$ cat config.mk
export PLATFORM = sky130hd
export DESIGN_NAME = ghost_fright_ctrl
export DESIGN_NICKNAME = d
export VERILOG_FILES = /design/src/rtl/pacman_palette_pkg.sv /design/src/rtl/flash_phase_gen.sv /design/src/rtl/ghost_fright_ctrl.sv
export SDC_FILE = /design/constraint.sdc
export NUM_CORES = 1
export LEC_CHECK = 0
export BUFFER_PORTS_ARGS = -buffer_cell sky130_fd_sc_hd__buf_2
export CAP_MARGIN = 5
export CORE_UTILIZATION = 52
export DETAILED_ROUTE_END_ITERATION = 8
export GPL_TIMING_DRIVEN = 1
export PLACE_DENSITY = 0.76
export REMOVE_ABC_BUFFERS = 1
export SKIP_CTS_REPAIR_TIMING = 1
export SYNTH_ARGS = -nofsm -noshare
export SYNTH_HDL_FRONTEND = slang
export SYNTH_SLANG_ARGS = --single-unit
$ cat constraint.sdc
create_clock -name clk -period 2.13 [get_ports clk]
set_clock_uncertainty 0.1 [all_clocks]
set_input_delay 0.1065 -clock clk [delete_from_list [all_inputs] [get_ports clk]]
set_output_delay 0.1065 -clock clk [all_outputs]
set_load 0.1 [all_outputs]
$ cat src/rtl/pacman_palette_pkg.sv
// Shared palette indices, ghost bit positions and frightened-mode state type
// for the ghost colour sequencing logic.
package pacman_palette_pkg;

  localparam logic [2:0] BLACK  = 3'd0;
  localparam logic [2:0] YELLOW = 3'd1;
  localparam logic [2:0] RED    = 3'd2;
  localparam logic [2:0] WHITE  = 3'd3;
  localparam logic [2:0] BLUE   = 3'd4;
  localparam logic [2:0] PINK   = 3'd5;
  localparam logic [2:0] CYAN   = 3'd6;
  localparam logic [2:0] ORANGE = 3'd7;

  localparam int BLINKY = 0;
  localparam int PINKY  = 1;
  localparam int INKY   = 2;
  localparam int CLYDE  = 3;

  typedef enum logic [1:0] {
    ST_IDLE   = 2'd0,
    ST_FRIGHT = 2'd1,
    ST_FLASH  = 2'd2
  } fright_state_t;

  // White only on the odd half-period of the flash, blue otherwise.
  function automatic logic [2:0] ghost_color(input logic [2:0] normal,
                                             input logic fright,
                                             input fright_state_t st,
                                             input logic phase);
    if (!fright)                              return normal;
    else if (st == ST_FLASH && phase == 1'b1) return WHITE;
    else                                      return BLUE;
  endfunction

endpackage

$ cat src/rtl/flash_phase_gen.sv
// Blue/white flash phase generator: toggles phase every FLASH_PERIOD ticks.
module flash_phase_gen
  import pacman_palette_pkg::*;
#(
  parameter int FLASH_PERIOD = 15
) (
  input  logic clk,
  input  logic rst_n,
  input  logic clear,
  input  logic tick_en,
  output logic phase
);

  localparam int PW = (FLASH_PERIOD > 1) ? $clog2(FLASH_PERIOD) : 1;

  logic [PW-1:0] r_phase_cnt;
  logic          r_phase;

  always_ff @(posedge clk or negedge rst_n) begin
    if (!rst_n) begin
      r_phase_cnt <= '0;
      r_phase     <= 1'b0;
    end else if (clear) begin
      r_phase_cnt <= '0;
      r_phase     <= 1'b0;
    end else if (tick_en) begin
      if (r_phase_cnt == PW'(FLASH_PERIOD - 1)) begin
        r_phase_cnt <= '0;
        r_phase     <= ~r_phase;
      end else begin
        r_phase_cnt <= r_phase_cnt + PW'(1);
      end
    end
  end

  assign phase = r_phase;

endmodule

$ cat src/rtl/ghost_fright_ctrl.sv
// Frightened-mode sequencer: drives per-ghost palette indices and exports
// frightened/flashing status plus the remaining frame count.
module ghost_fright_ctrl
  import pacman_palette_pkg::*;
#(
  parameter int FRIGHT_FRAMES = 360,
  parameter int FLASH_FRAMES  = 120,
  parameter int FLASH_PERIOD  = 15,
  parameter int CNT_W         = 10
) (
  input  logic             clk,
  input  logic             rst_n,
  input  logic             frame_tick,
  input  logic             pause,
  input  logic             energizer_eaten,
  input  logic [3:0]       ghost_eaten,
  output logic [2:0]       blinky_color,
  output logic [2:0]       pinky_color,
  output logic [2:0]       inky_color,
  output logic [2:0]       clyde_color,
  output logic [3:0]       frightened,
  output logic             flashing,
  output logic [CNT_W-1:0] frames_left
);

  fright_state_t    r_state;
  logic [CNT_W-1:0] r_cnt;
  logic [3:0]       r_fright;

  logic             w_tick_en;
  logic             w_active;
  logic [CNT_W-1:0] w_cnt_dec;
  logic [3:0]       w_fright_nxt;
  logic             w_all_clear;
  logic             w_expire;
  logic             w_phase;
  logic             w_phase_clr;
  logic [3:0][2:0]  w_norm;
  logic [3:0][2:0]  w_col;

  assign w_tick_en    = frame_tick & ~pause;
  assign w_active     = (r_state != ST_IDLE);
  assign w_cnt_dec    = r_cnt - CNT_W'(1);
  assign w_fright_nxt = r_fright & ~ghost_eaten;
  assign w_all_clear  = w_active && (w_fright_nxt == 4'b0000);
  assign w_expire     = w_active && w_tick_en && (r_cnt == CNT_W'(1));

  always_ff @(posedge clk or negedge rst_n) begin
    if (!rst_n) begin
      r_state  <= ST_IDLE;
      r_cnt    <= '0;
      r_fright <= 4'b0000;
    end else if (energizer_eaten) begin
      r_state  <= ST_FRIGHT;
      r_cnt    <= CNT_W'(FRIGHT_FRAMES);
      r_fright <= 4'b1111;
    end else if (w_active) begin
      // An all-clear wins over the timer, even on a tick cycle.
      if (w_all_clear) begin
        r_state  <= ST_IDLE;
        r_cnt    <= '0;
        r_fright <= 4'b0000;
      end else if (w_tick_en) begin
        r_cnt <= w_cnt_dec;
        if (w_expire) begin
          r_state  <= ST_IDLE;
          r_fright <= 4'b0000;
        end else begin
          r_fright <= w_fright_nxt;
          if (r_state == ST_FRIGHT && FLASH_FRAMES != 0 &&
              w_cnt_dec == CNT_W'(FLASH_FRAMES))
            r_state <= ST_FLASH;
        end
      end else begin
        r_fright <= w_fright_nxt;
      end
    end
  end

  // Phase only runs in FLASH; held at zero everywhere else.
  assign w_phase_clr = energizer_eaten | (r_state != ST_FLASH) | w_all_clear | w_expire;

  flash_phase_gen #(.FLASH_PERIOD(FLASH_PERIOD)) u_phase (
    .clk     (clk),
    .rst_n   (rst_n),
    .clear   (w_phase_clr),
    .tick_en (w_tick_en),
    .phase   (w_phase)
  );

  assign w_norm = {ORANGE, CYAN, PINK, RED};

  for (genvar g = 0; g < 4; g++) begin : g_col
    assign w_col[g] = ghost_color(w_norm[g], r_fright[g], r_state, w_phase);
  end

  assign blinky_color = w_col[BLINKY];
  assign pinky_color  = w_col[PINKY];
  assign inky_color   = w_col[INKY];
  assign clyde_color  = w_col[CLYDE];
  assign frightened   = r_fright;
  assign flashing     = (r_state == ST_FLASH);
  assign frames_left  = r_cnt;

endmodule

==> run summary <==
Run status -> finished with violations
Failing checks -> negative hold slack
WHS Endpoint -> frightened[0]
Crit-path max FO -> 5
Synth Flop Type -> dfrtp_1
Detailed Route WL -> 3.264 mm
RSZ-0062 raised after global routing -> false
Gr ovfl total -> 0
Mean Syn Cell Area -> 8.528 um2
DRC errors left -> 0
Post-synth EDFFs -> 0
Largest net degree at the start of global routing -> 22
CP required -> 1.92 ns
RR Endpoint -> r_state[0]
Post-DRT Antenna Nets -> 0
Critical path endpoint category -> primary output
Worst r2r src -> frames_left[1]
Register-to-register setup slack -> 0.18 ns
Htree depth -> 1
Library cells used by synthesis -> 42
Port Buffers -> 35
Nets -> 217
Worst slew margin -> 67.71%
Final setup violation count -> 0
Die X-Extent -> 53.71 um
Crit path DAT -> 1.81 ns
Worst Tran Pin Value -> 0.4843 ns
TritonCTS buffer count -> 3
Die Area -> 0.002884 mm2
Synthesis Warnings -> 0
Core area -> 0.002500 mm2
Register area share after synthesis -> 37.80%
Leak -> 0.7845 nW
Clock latency at the later pin of the worst-skew pair -> 0.32 ns
Final core occ -> 66.72%
1st-pass router iterations -> 4
Synth Instances -> 163
Initial antenna violation count -> 0
Worst IR drop on VDD -> 0.6067 mV
Slew Limit Fails -> 0
Tot Pwr -> 1.160 mW
Via count -> 1352
Crit path launch type -> flop
Fmax -> 0.4953 GHz
Layout area overhead -> 19.98%
TritonCTS clock tree -> yes
Syn Std Cell Area -> 0.001390 mm2
Initial Util -> 55.61%
Synth top area cells -> dfrtp_1 (38%), nand2_1 (6.2%), nor2_1 (4.3%)
Post-DP HPWL -> 2.388 mm
Routed len/inst -> 14.01 um
# Max-Cap Violations -> 0
Yosys reg bits -> 21
Ratio of cells with drive above 1 in the final layout -> 27.59%
Site row count -> 18
Global placement routability congestion -> 0.8977
R2r worst-path depth -> 7
Worst Hold Path Cells -> 4
GRT Total Usage -> 24.91%
CTS Sinks -> 21
Pwr Density -> 695.7 mW/mm2
First-pass GRT wire length -> 5.085 mm
Async S/R FF share, synth -> 100.0%
Worst setup path class -> reg2out
Hold Vio Cnt, Final -> 2
Hold crit path type -> in2reg
Minimum clock period -> 2.019 ns
Routed vias/inst -> 5.803
DRT iter0 DRCs -> 18
Reg clk slew, reported paths -> 0.12 ns
Setup TNS Final -> 0 ns
Longest Clk Path Bufs -> 2
Cell taking the most area after synthesis -> dfrtp_1
Period utilisation layout -> 94.79%
Hold path start -> ghost_eaten[0]
Vias in the first global route -> 1183
IO Count -> 36
Die height -> 53.71 um
Diodes inserted -> 0
Root buf cell -> clkbuf_4
Area share of the largest cell type after synthesis -> 37.80%
Hold_ws -> -0.04050 ns
-- cell type report --
class | instances | area [um2]
Inverter | 7 | 26.28
Multi-Input combinational cell | 129 | 817.0
Timing Repair Buffer | 42 | 235.2
Tap cell | 30 | 37.54
Clock buffer | 4 | 26.28
Fill cell | 207 | 832.0
Sequential cell | 21 | 525.5
-- report_power, final --
group          switching, mW  internal [mW]  leakage [nW]
sequential            0.0421          0.424         0.257
clock                  0.129         0.0734        0.0150
combinational          0.375          0.117         0.513
total                  0.546          0.614         0.784
-- cell usage in the layout (no fill, tap or decap), types with 3 or more instances in the layout --
cell / n
a21o_1: 3
a21oi_1: 6
a221o_1: 4
buf_2: 34
buf_4: 5
clkbuf_4: 4
dfrtp_1: 21
ha_1: 4
inv_1: 7
nand2_1: 23
nand3b_1: 3
nor2_1: 16
nor2b_1: 4
nor3_1: 8
nor4_1: 3
o21ai_0: 9
o21bai_1: 8
or2_2: 3
-- kinds of logic (layout without fill, tap and decap cells) --
| family | after synthesis | in the layout | synth area share (%) |
|---|---|---|---|
| AO/OA/AOI/OAI | 40 | 40 | 21.15 |
| AND/OR/NAND/NOR | 83 | 83 | 32.13 |
| buffers and inverters | 13 | 53 | 4.051 |
| adder cells (fa/ha/maj) | 4 | 4 | 3.601 |
| flip-flops | 21 | 21 | 37.80 |
| XOR/XNOR | 2 | 2 | 1.260 |
-- synthesized netlist by cell type, drive strengths merged, types with 2 or more instances --
cell    instances
nand3b          3
nand2b          2
and3            2
nor4            5
nand2          23
a21oi           6
dfrtp          21
nand4           2
o21ai          11
nor2b           6
a221o           4
ha              4
nor3b           2
buf             4
a21o            3
nor3            9
inv             7
nor2           16
nor4b           2
a31oi           2
nand3           2
clkbuf          2
or2             3
and2            3
o21bai          8
-- metal layers --
metal | routed length (um) | GRT usage (%) | vias to the layer above | part of all wire (%)
met5 | 0 | 0 | - | 0
met4 | 76 | 12.28 | 0 | 2.3
met3 | 171 | 2.542 | 7 | 5.2
met2 | 1541 | 41.56 | 52 | 47
met1 | 1475 | 31.80 | 636 | 45
li1 | - | - | 657 | -
-- worst max-delay path: stages, from the launching register on --
cell,delay [ns]
dfrtp_1,0.44
nor2b_2,0.29
and2_1,0.21
nand2_1,0.07
inv_1,0.06
buf_2,0.42
-- flip-flops by register name, indices dropped and copies added (netlist names) --
register and flops:
frames_left 10, frightened 4, r_state 2, u_phase.phase 1, u_phase.r_phase_cnt 4
-- worst max-delay path by stage --
stage | from | to | slack (ns) | cells after the start
after floorplan | r_state[0] | pinky_color[1] | -1.71 | 4
after global placement | frightened[1] | frames_left[7] | 0.21 | 5
after detailed placement | frightened[1] | frames_left[7] | 0.13 | 5
after CTS | r_state[1] | blinky_color[1] | -0.06 | 5
after global routing | frames_left[1] | r_state[0] | 0.002 | 7
final | r_state[1] | inky_color[0] | 0.11 | 5
-- per-stage QoR --
step	instances	setup WS (ns)	cell area (um2)	hold WS, ns
2_1_floorplan	157	-1.713	1360	-0.2891
3_3_place_gp	225	0.2104	1595	-0.01441
3_5_place_dp	225	0.1347	1595	-0.006687
4_1_cts	229	-0.06304	1622	-0.3720
5_1_grt	233	0.002272	1668	0.006436
6_report	233	0.1109	1668	-0.04050
Note: power is estimated with default switching activity, not from simulation.
